**src/rtl/alu_arbiter.sv**
```systemverilog
// Round-robin arbiter sharing one combinational ALU between NUM_REQ requesters.
// Each accepted request runs IDLE -> EXEC -> RESP and is returned on a valid/ready response port.
module alu_arbiter #(
    parameter int NUM_REQ = 4,
    parameter int ID_W    = 2
) (
    input  logic                  clk_i,
    input  logic                  rst_i,
    input  logic [NUM_REQ-1:0]    req_valid_i,
    output logic [NUM_REQ-1:0]    req_ready_o,
    input  logic [NUM_REQ*32-1:0] req_rs1_i,
    input  logic [NUM_REQ*32-1:0] req_rs2_i,
    input  logic [NUM_REQ*4-1:0]  req_op_i,
    output logic                  rsp_valid_o,
    input  logic                  rsp_ready_i,
    output logic [ID_W-1:0]       rsp_id_o,
    output logic [31:0]           rsp_result_o,
    output logic                  rsp_zero_o,
    output logic                  busy_o
);

    typedef enum logic [1:0] {
        IDLE = 2'd0,
        EXEC = 2'd1,
        RESP = 2'd2
    } state_e;

    state_e            state_q, state_d;
    logic [ID_W-1:0]   rr_ptr_q, rr_ptr_d;
    logic [ID_W-1:0]   op_id_q, op_id_d;
    logic [31:0]       op_rs1_q, op_rs1_d;
    logic [31:0]       op_rs2_q, op_rs2_d;
    logic [3:0]        op_code_q, op_code_d;
    logic [ID_W-1:0]   rsp_id_q, rsp_id_d;
    logic [31:0]       rsp_result_q, rsp_result_d;
    logic              rsp_zero_q, rsp_zero_d;

    logic              grant_found;
    logic [ID_W-1:0]   grant_id;
    logic [31:0]       alu_result;

    function automatic logic [31:0] aluCompute(input logic [31:0] a,
                                               input logic [31:0] b,
                                               input logic [3:0]  op);
        logic [31:0] r;
        case (op)
            4'd0:    r = a + b;
            4'd1:    r = a - b;
            4'd2:    r = a & b;
            4'd3:    r = a | b;
            4'd4:    r = a ^ b;
            4'd5:    r = a << b[4:0];
            4'd6:    r = a >> b[4:0];
            4'd7:    r = {31'd0, $signed(a) < $signed(b)};
            default: r = 32'd0;
        endcase
        return r;
    endfunction

    // Search starts at rr_ptr and wraps, so the most recently served requester is tried last.
    always_comb begin
        logic [ID_W:0]   sum;
        logic [ID_W-1:0] idx;
        grant_found = 1'b0;
        grant_id    = '0;
        sum         = '0;
        idx         = '0;
        for (int k = 0; k < NUM_REQ; k++) begin
            sum = {1'b0, rr_ptr_q} + (ID_W+1)'(k);
            if (sum >= (ID_W+1)'(NUM_REQ)) begin
                sum = sum - (ID_W+1)'(NUM_REQ);
            end
            idx = sum[ID_W-1:0];
            if (!grant_found && req_valid_i[idx]) begin
                grant_found = 1'b1;
                grant_id    = idx;
            end
        end
    end

    assign alu_result = aluCompute(op_rs1_q, op_rs2_q, op_code_q);

    always_comb begin
        state_d      = state_q;
        rr_ptr_d     = rr_ptr_q;
        op_id_d      = op_id_q;
        op_rs1_d     = op_rs1_q;
        op_rs2_d     = op_rs2_q;
        op_code_d    = op_code_q;
        rsp_id_d     = rsp_id_q;
        rsp_result_d = rsp_result_q;
        rsp_zero_d   = rsp_zero_q;
        req_ready_o  = '0;
        case (state_q)
            IDLE: begin
                // Ready is withheld during reset so nothing is accepted that reset would discard.
                if (grant_found && !rst_i) begin
                    req_ready_o[grant_id] = 1'b1;
                    op_id_d   = grant_id;
                    op_rs1_d  = req_rs1_i[32*grant_id +: 32];
                    op_rs2_d  = req_rs2_i[32*grant_id +: 32];
                    op_code_d = req_op_i[4*grant_id +: 4];
                    rr_ptr_d  = (grant_id == ID_W'(NUM_REQ-1)) ? '0 : grant_id + 1'b1;
                    state_d   = EXEC;
                end
            end
            EXEC: begin
                rsp_result_d = alu_result;
                rsp_zero_d   = (alu_result == 32'd0);
                rsp_id_d     = op_id_q;
                state_d      = RESP;
            end
            RESP: begin
                if (rsp_ready_i) begin
                    state_d = IDLE;
                end
            end
            default: state_d = IDLE;
        endcase
    end

    always_ff @(posedge clk_i) begin
        if (rst_i) begin
            state_q      <= IDLE;
            rr_ptr_q     <= '0;
            op_id_q      <= '0;
            op_rs1_q     <= '0;
            op_rs2_q     <= '0;
            op_code_q    <= '0;
            rsp_id_q     <= '0;
            rsp_result_q <= '0;
            rsp_zero_q   <= 1'b0;
        end else begin
            state_q      <= state_d;
            rr_ptr_q     <= rr_ptr_d;
            op_id_q      <= op_id_d;
            op_rs1_q     <= op_rs1_d;
            op_rs2_q     <= op_rs2_d;
            op_code_q    <= op_code_d;
            rsp_id_q     <= rsp_id_d;
            rsp_result_q <= rsp_result_d;
            rsp_zero_q   <= rsp_zero_d;
        end
    end

    assign rsp_valid_o  = (state_q == RESP) && !rst_i;
    assign rsp_id_o     = rsp_id_q;
    assign rsp_result_o = rsp_result_q;
    assign rsp_zero_o   = rsp_zero_q;
    assign busy_o       = (state_q != IDLE);

endmodule

```
**config.mk**
```make
export PLATFORM = sky130hd
export DESIGN_NAME = alu_arbiter
export DESIGN_NICKNAME = d
export VERILOG_FILES = /design/src/rtl/alu_arbiter.sv
export SDC_FILE = /design/constraint.sdc
export NUM_CORES = 1
export LEC_CHECK = 0
export CORE_MARGIN = 3
export CORE_UTILIZATION = 49
export DETAILED_ROUTE_END_ITERATION = 6
export PLACE_DENSITY = 0.8
export SYNTH_ARGS = -nofsm -noshare
export SYNTH_HDL_FRONTEND = slang
export SYNTH_SLANG_ARGS = --single-unit
```
**constraint.sdc**
```tcl
create_clock -name clk_i -period 4.25 [get_ports clk_i]
set_clock_uncertainty 0.2 [all_clocks]
set_input_delay 0.85 -clock clk_i [delete_from_list [all_inputs] [get_ports clk_i]]
set_output_delay 0.85 -clock clk_i [all_outputs]
set_load 0.005 [all_outputs]
```
==> metrics.md, run 1 <==
| Metric | Value |
|---|---|
| Run status | `finished clean` |
| Post-synth EDFFs | `0` |
| Syn avg cell area | `6.97 µm²` |
| Setup-failing EPs final | `0` |
| FMAX | `240 MHz` |
| Routed vias/inst | `6.65` |
| Place WS | `0.0376 ns` |
| Hold Slack | `0.256 ns` |
| Row count | `64` |
| Initial antenna violation count | `0` |
| Ratio of cells with drive above 1 in the final layout | `14.3%` |
| CTS root buffer | `clkbuf_16` |
| Clk buf depth | `2` |
| Post-Syn Area | `0.0155 mm²` |
| Primary FF master, synth | `dfxtp_1` |
| CP Max Fanout | `10` |
| Net count reported at finish | `2,968` |
| Final period util | `98.2%` |
| Final hold vios | `0` |
| GR Util met3 | `12.6%` |
| GRT Max-Usage Layer | `met2` |
| I/O Pins | `320` |
| RSZ-0062 raised after global routing | `true` |
| Flops & latches, synth | `109` |
| Setup ws final | `0.0754 ns` |
| Final instance area | `0.0206 mm²` |
| Arrival time worst endpoint | `4.25 ns` |
| Switching pwr | `4.37 mW` |
| Vias | `19,800` |
| Final Max Slew Viols | `0` |
| Final Critical Period | `4.17 ns` |
| Worst skew pair latency | `0.37 ns` |
| Post-Route WL | `75,900 µm` |
| Routed WL per cell | `25.5 µm` |
| P per Cell Area | `420 mW/mm²` |
| I/O Buffers | `319` |
| Max cap viols | `0` |
| Fin cells | `2,972` |
| Post-synth top cells | `383 x nand2_1, 251 x nor2_1, 182 x a21oi_1, 148 x clkbuf_1, 116 x ha_1` |
| Initial drt markers | `3,323` |
| Inserted Clock Buffers | `9` |
| Seq pwr share | `16.3%` |
| Number of global-route vias before repair | `18,400` |
| TritonCTS clock tree | `built` |
| Worst hold stages | `2` |
| Syn nets | `2,615` |
| Switching Share | `50.6%` |
| Cell with the most instances after synthesis | `nand2_1` |
| Yosys top cell area share | `14.1%` |
| ANT nets after route | `0` |
| Die X | `184 µm` |
| Pin count of the biggest net entering global routing | `145` |
| Fin util | `66.8%` |
| Cells after DPL | `2,956` |
| Placed Area | `0.0202 mm²` |
| Total GRT Usage | `43.4%` |
| Worst slew pin tran | `0.993 ns` |
| CP required | `4.33 ns` |
| CTS Sinks | `109` |
| Syn Inst Count | `2,218` |
| RePlAce Congestion | `1.13` |
| LEAKAGE | `8.46 nW` |
| Final HPWL DP | `60,500 µm` |
| Die Y | `184 µm` |
| Worst rel slew slack | `33.4%` |
| Clock transition at path regs | `0.08 ns` |
| First-pass GRT wire length | `113,000 µm` |
| Netlist cell types | `89` |
| Nature of the critical path endpoint | `register` |
| Pre-antenna DRT Iters | `6` |
| Worst Hold Class | `register to register` |
| YS warnings | `0` |
| Sequential-to-total area share from yosys stat | `14.1%` |
| GRT overflow | `0` |
| GR Layer Usage met2 | `66.5%` |
| Syn-to-layout area delta | `33.1%` |
| Critical path type | `register to register` |
| R2R cell count | `13` |
| Hold buffer count at CTS | `0` |
| Ant. Diodes | `0` |
| Async SR Flop Fraction | `0%` |
| Met1 Use GR | `56.8%` |
| Area leader, netlist | `dfxtp_1` |
| Clk pwr share | `10.8%` |
| Top cells by area, synth | `dfxtp_1 14%, ha_1 9.4%, nand2_1 9.3%` |
| Initial Util | `50.2%` |
| Combinational power share | `72.9%` |
| Htree depth | `3` |
| Worst vdd ir | `0.000218 V` |
| Int Power | `4.27 mW` |
| Startpoint Class | `register` |
| CORE AREA | `0.0308 mm²` |
| Full die area | `0.0337 mm²` |
| DRC viols | `0` |
## state kept, by name, indices dropped and copies added (netlist names)
signal,cells
rsp_zero_o,1
state_q,2
op_code_q,4
rsp_id_o,2
rsp_result_o,32
op_id_q,2
op_rs2_q,32
rr_ptr_q,2
op_rs1_q,32
## kinds of logic after synthesis
family | Yosys count | share of synthesized area (%)
compound gates | 636 | 28.1
xor+xnor | 14 | 0.793
buf+inv | 305 | 8.24
fa+ha+maj | 118 | 9.64
simple gates | 916 | 26.9
mux | 120 | 12.2
flops | 109 | 14.1
## worst paths after layout
path / startpoint / to / slack [ns]
worst min-delay path: rsp_id_o[1]$_SDFFE_PP0N_ / rsp_id_o[1]$_SDFFE_PP0N_ / 0.26
worst max register to register: op_rs1_q[11]$_SDFFE_PP0P_ / rsp_zero_o$_SDFFE_PP0N_ / 0.08
worst min register to register: rsp_id_o[1]$_SDFFE_PP0N_ / rsp_id_o[1]$_SDFFE_PP0N_ / 0.26
worst max-delay path: op_rs1_q[11]$_SDFFE_PP0P_ / rsp_zero_o$_SDFFE_PP0N_ / 0.08
## layout by cell type (no fill, tap or decap), types with 17 or more instances in the layout
cell | netlist | final
nand2_1 | 383 | 383
clkdlybuf4s50_1 | 0 | 318
nor2_1 | 251 | 249
buf_4 | 11 | 217
a21oi_1 | 182 | 181
ha_1 | 116 | 114
dfxtp_1 | 109 | 105
inv_1 | 96 | 95
o21ai_0 | 85 | 85
a311oi_1 | 73 | 73
and3_1 | 72 | 72
mux4_2 | 47 | 47
mux2i_1 | 45 | 45
nor3_1 | 46 | 45
a211oi_1 | 40 | 40
nand3_1 | 31 | 31
o211ai_1 | 28 | 28
a22oi_1 | 23 | 23
mux2_2 | 23 | 23
o31ai_1 | 21 | 20
a31oi_1 | 20 | 19
nand4_1 | 17 | 17
a21o_1 | 17 | 17
## stage by stage
stage / power (mW) / TNS, ns
2_1_floorplan: 4.87 / 0
3_3_place_gp: 7.35 / 0
3_5_place_dp: 7.41 / 0
4_1_cts: 8.36 / 0
5_1_grt: 9.05 / -0.0148
6_report: 8.64 / 0
## worst max-delay path: stages (launching register included)
cell and delay (ns):
dfxtp_1 0.36, inv_1 0.15, ha_1 0.54, buf_4 0.23
nand4_1 0.16, or3_1 0.36, o211a_1 0.26, o211ai_1 0.40
o211ai_1 0.18, xnor2_1 0.24, o2111ai_1 0.27, nor4_2 0.32
nand4_1 0.13, o32ai_1 0.27
## power by group through the flow
stage / sequential [mW] / combinational, mW / clock, mW
2_1_floorplan: 1.34 / 3.53 / 0
3_3_place_gp: 1.40 / 5.95 / 0
3_5_place_dp: 1.41 / 6.01 / 0
4_1_cts: 1.39 / 6.03 / 0.940
5_1_grt: 1.41 / 6.67 / 0.973
6_report: 1.41 / 6.30 / 0.936
## layer usage
| layer | vias to the layer above | share of wire, % |
|---|---|---|
| li1 | 8784 | - |
| met1 | 9190 | 38 |
| met2 | 1495 | 43 |
| met3 | 306 | 13 |
| met4 | 0 | 5.7 |
| met5 | - | 0 |
## cell type report
cell class,count,area [µm²]
tap,396,495
clock inverter,4,53.8
multi-input combinational,1804,12100
fill,2625,10200
sequential,109,2190
clock buffer,12,267
timing repair buffer,547,5060
inverter,100,378
## timing repair
item | CTS | global route
buffers inserted | 0 | 0
gates resized for setup | 1 | 14
endpoints found under the setup margin | 1 | 6
pin swaps | 0 | 1
Note: power is estimated with default switching activity, not from simulation.
==> run 2: changes to the inputs <==
Settings changed: MAX_ROUTING_LAYER set to met4.
==> run 2 against run 1 <==
Highest routed layer unchanged. The run now ends with DRC left. Cell count rose by 0.40%. Fmax rose by 0.50%. Via count rose by 0.92%. Non-clock buffer count rose by 9. Critical path depth rose by 1. Core utilization rose by 0.073 points. Register-to-register slack improved by 0.02 ns.
==> metrics.md, run 2 (same netlist as run 1, synthesis figures left out) <==
| Metric | Value |
|---|---|
| Commonest non-fill, non-tap cell in the layout | `nand2_1 (unchanged)` |
| Final period util | `97.7% (was 98.2%)` |
| Routed WL per cell | `25.7 µm (was 25.5 µm)` |
| Vias | `20,000 (was 19,800)` |
| Cell mode on critical path | `buf_4` |
| CTS Sinks | `109 (unchanged)` |
| Cells after DPL | `2,965 (was 2,956)` |
| Failing checks | `DRC` |
| Final instance area | `0.0206 mm² (about the same)` |
| Pin count of the biggest net entering global routing | `145 (unchanged)` |
| Worst path slowest cell | `nor2_2 (was ha_1)` |
| Clk buf depth | `2 (unchanged)` |
| Final HPWL DP | `60,600 µm (was 60,500 µm)` |
| GRT overflow | `0 (unchanged)` |
| Nature of the critical path endpoint | `register (unchanged)` |
| Initial drt markers | `3,127 (was 3,323)` |
| Post-Route WL | `76,600 µm (was 75,900 µm)` |
| Full die area | `0.0337 mm² (unchanged)` |
| Worst Hold Class | `register to register (unchanged)` |
| Final-layout fill cell count | `2,591 (was 2,625)` |
| Initial Util | `50.2% (unchanged)` |
| CP required | `4.29 ns (was 4.33 ns)` |
| Most frequent cells in the layout | `383 x nand2_1, 318 x clkdlybuf4s50_1, 249 x nor2_1 (unchanged)` |
| ANT nets after route | `0 (unchanged)` |
| Area of the multi-input gates | `0.0121 mm² (about the same)` |
| CP Max Fanout | `17 (was 10)` |
| Final hold vios | `0 (unchanged)` |
| Net count reported at finish | `2,977 (was 2,968)` |
| Worst hold stages | `2 (unchanged)` |
| Critical Path, Cell by Cell | `nand4bb_1 > nor2_2 > nand2_1 > buf_4 > o31a_1 > o21ai_0 > a21oi_1 > buf_4 > and3_1 > o31a_1 > mux2_2 > o22ai_1 > buf_4 > o32ai_1 (was inv_1 > ha_1 > buf_4 > nand4_1 > or3_1 > o211a_1 > o211ai_1 > o211ai_1 > xnor2_1 > o2111ai_1 > nor4_2 > nand4_1 > o32ai_1)` |
| P per Cell Area | `423 mW/mm² (was 420 mW/mm²)` |
| Slowest stage delay, CP | `0.89 ns (was 0.54 ns)` |
| Max cap viols | `0 (unchanged)` |
| Slack of the worst reg-to-reg path | `0.1 ns (was 0.08 ns)` |
| Reg area | `0.00219 mm² (about the same)` |
| Final Critical Period | `4.15 ns (was 4.17 ns)` |
| Row count | `64 (unchanged)` |
| Critical path type | `register to register (unchanged)` |
| CP top delay family | `simple AND/OR/NAND/NOR gates (was compound AO/OA/AOI/OAI gates)` |
| Worst vdd ir | `0.000233 V (was 0.000218 V)` |
| Ratio of cells with drive above 1 in the final layout | `14.8% (was 14.3%)` |
| Fin util | `66.9% (was 66.8%)` |
| LEAKAGE | `8.47 nW (was 8.46 nW)` |
| Routed vias/inst | `6.69 (was 6.65)` |
| Pre-antenna DRT Iters | `7 (was 6)` |
| Initial antenna violation count | `3 (was 0)` |
| Placed Area | `0.0202 mm² (about the same)` |
| WP buf/inv | `3 (was 2)` |
| DRC viols | `13 (was 0)` |
| RePlAce Congestion | `1.15 (was 1.13)` |
| Inserted Clock Buffers | `9 (unchanged)` |
| Final Max Slew Viols | `0 (unchanged)` |
| Worst rel slew slack | `17.7% (was 33.4%)` |
| CORE AREA | `0.0308 mm² (unchanged)` |
| Htree depth | `3 (unchanged)` |
| Syn-to-layout area delta | `33.2% (was 33.1%)` |
| Clock transition at path regs | `0.08 ns (about the same)` |
| Die X | `184 µm (unchanged)` |
| Startpoint Class | `register (unchanged)` |
| CTS root buffer | `clkbuf_16 (unchanged)` |
| FMAX | `241 MHz (was 240 MHz)` |
| Fin cells | `2,984 (was 2,972)` |
| Worst skew pair latency | `0.38 ns (was 0.37 ns)` |
| First-pass GRT wire length | `112,000 µm (was 113,000 µm)` |
| Run status | `finished, violations left (was finished clean)` |
| Arrival time worst endpoint | `4.19 ns (was 4.25 ns)` |
| Number of global-route vias before repair | `18,500 (was 18,400)` |
| Worst slew pin tran | `1.23 ns (was 0.993 ns)` |
| I/O Pins | `320 (unchanged)` |
| Total GRT Usage | `44.8% (was 43.4%)` |
| Setup-failing EPs final | `0 (unchanged)` |
| R2R cell count | `14 (was 13)` |
| Crit. path cell count | `14 (was 13)` |
| I/O Buffers | `319 (unchanged)` |
| Post-Route Setup TNS | `0 ns (unchanged)` |
| TritonCTS clock tree | `built (unchanged)` |
| Die Y | `184 µm (unchanged)` |
-- run 2: where the power goes --
part           internal, mW  switching [mW]  total (mW)  leakage [nW]
logic                  2.60            3.79        6.39          7.42
clock network         0.476           0.449       0.925         0.142
registers              1.19           0.210        1.40         0.902
total                  4.26            4.45        8.71          8.47
-- run 2: final cells by class --
cell class	count	area share, %
inverters	100	1.83
clock inverters	5	0.285
diodes	3	0.0364
multi-input cells	1804	58.9
clock buffers	11	1.18
flip-flops and latches	109	10.6
well taps	396	2.40
repair buffers	556	24.7
-- run 2: through the flow --
stage	setup slack, ns	total power [mW]	hold slack (ns)
2_1_floorplan	0.0813	4.87	0.232
3_3_place_gp	0.122	7.38	0.243
3_5_place_dp	0.108	7.46	0.248
4_1_cts	0.0688	8.38	0.258
5_1_grt	-0.0169	9.07	0.288
6_report	0.0961	8.71	0.256
-- run 2: worst min-delay path, delay by kind of cell, from the launching register on --
kind | cells | cell delay [ns]
flops | 1 | 0.31
simple gates | 1 | 0.05
compound gates | 1 | 0.05
-- run 2: final timing paths --
check / startpoint / to
setup / recovery: op_code_q[3]$_SDFFE_PP0P_ / rsp_zero_o$_SDFFE_PP0N_
hold / removal: rsp_id_o[0]$_SDFFE_PP0N_ / rsp_id_o[0]$_SDFFE_PP0N_
setup reg to reg: op_code_q[3]$_SDFFE_PP0P_ / rsp_zero_o$_SDFFE_PP0N_
hold reg to reg: rsp_id_o[0]$_SDFFE_PP0N_ / rsp_id_o[0]$_SDFFE_PP0N_
-- run 2: routing by layer --
layer	wire length (µm)	share of wire [%]	track usage [%]
met5	0	0	-
met4	4730	6.2	21.6
met3	10000	13	11.6
met2	32700	43	65.9
met1	29200	38	57.1
-- run 2: repair_timing --
item | CTS | global route
hold buffers | 0 | 0
buffers inserted | 0 | 0
setup endpoints to repair | 0 | 3
resized for setup | 0 | 25
endpoints found under the hold margin | 0 | 0
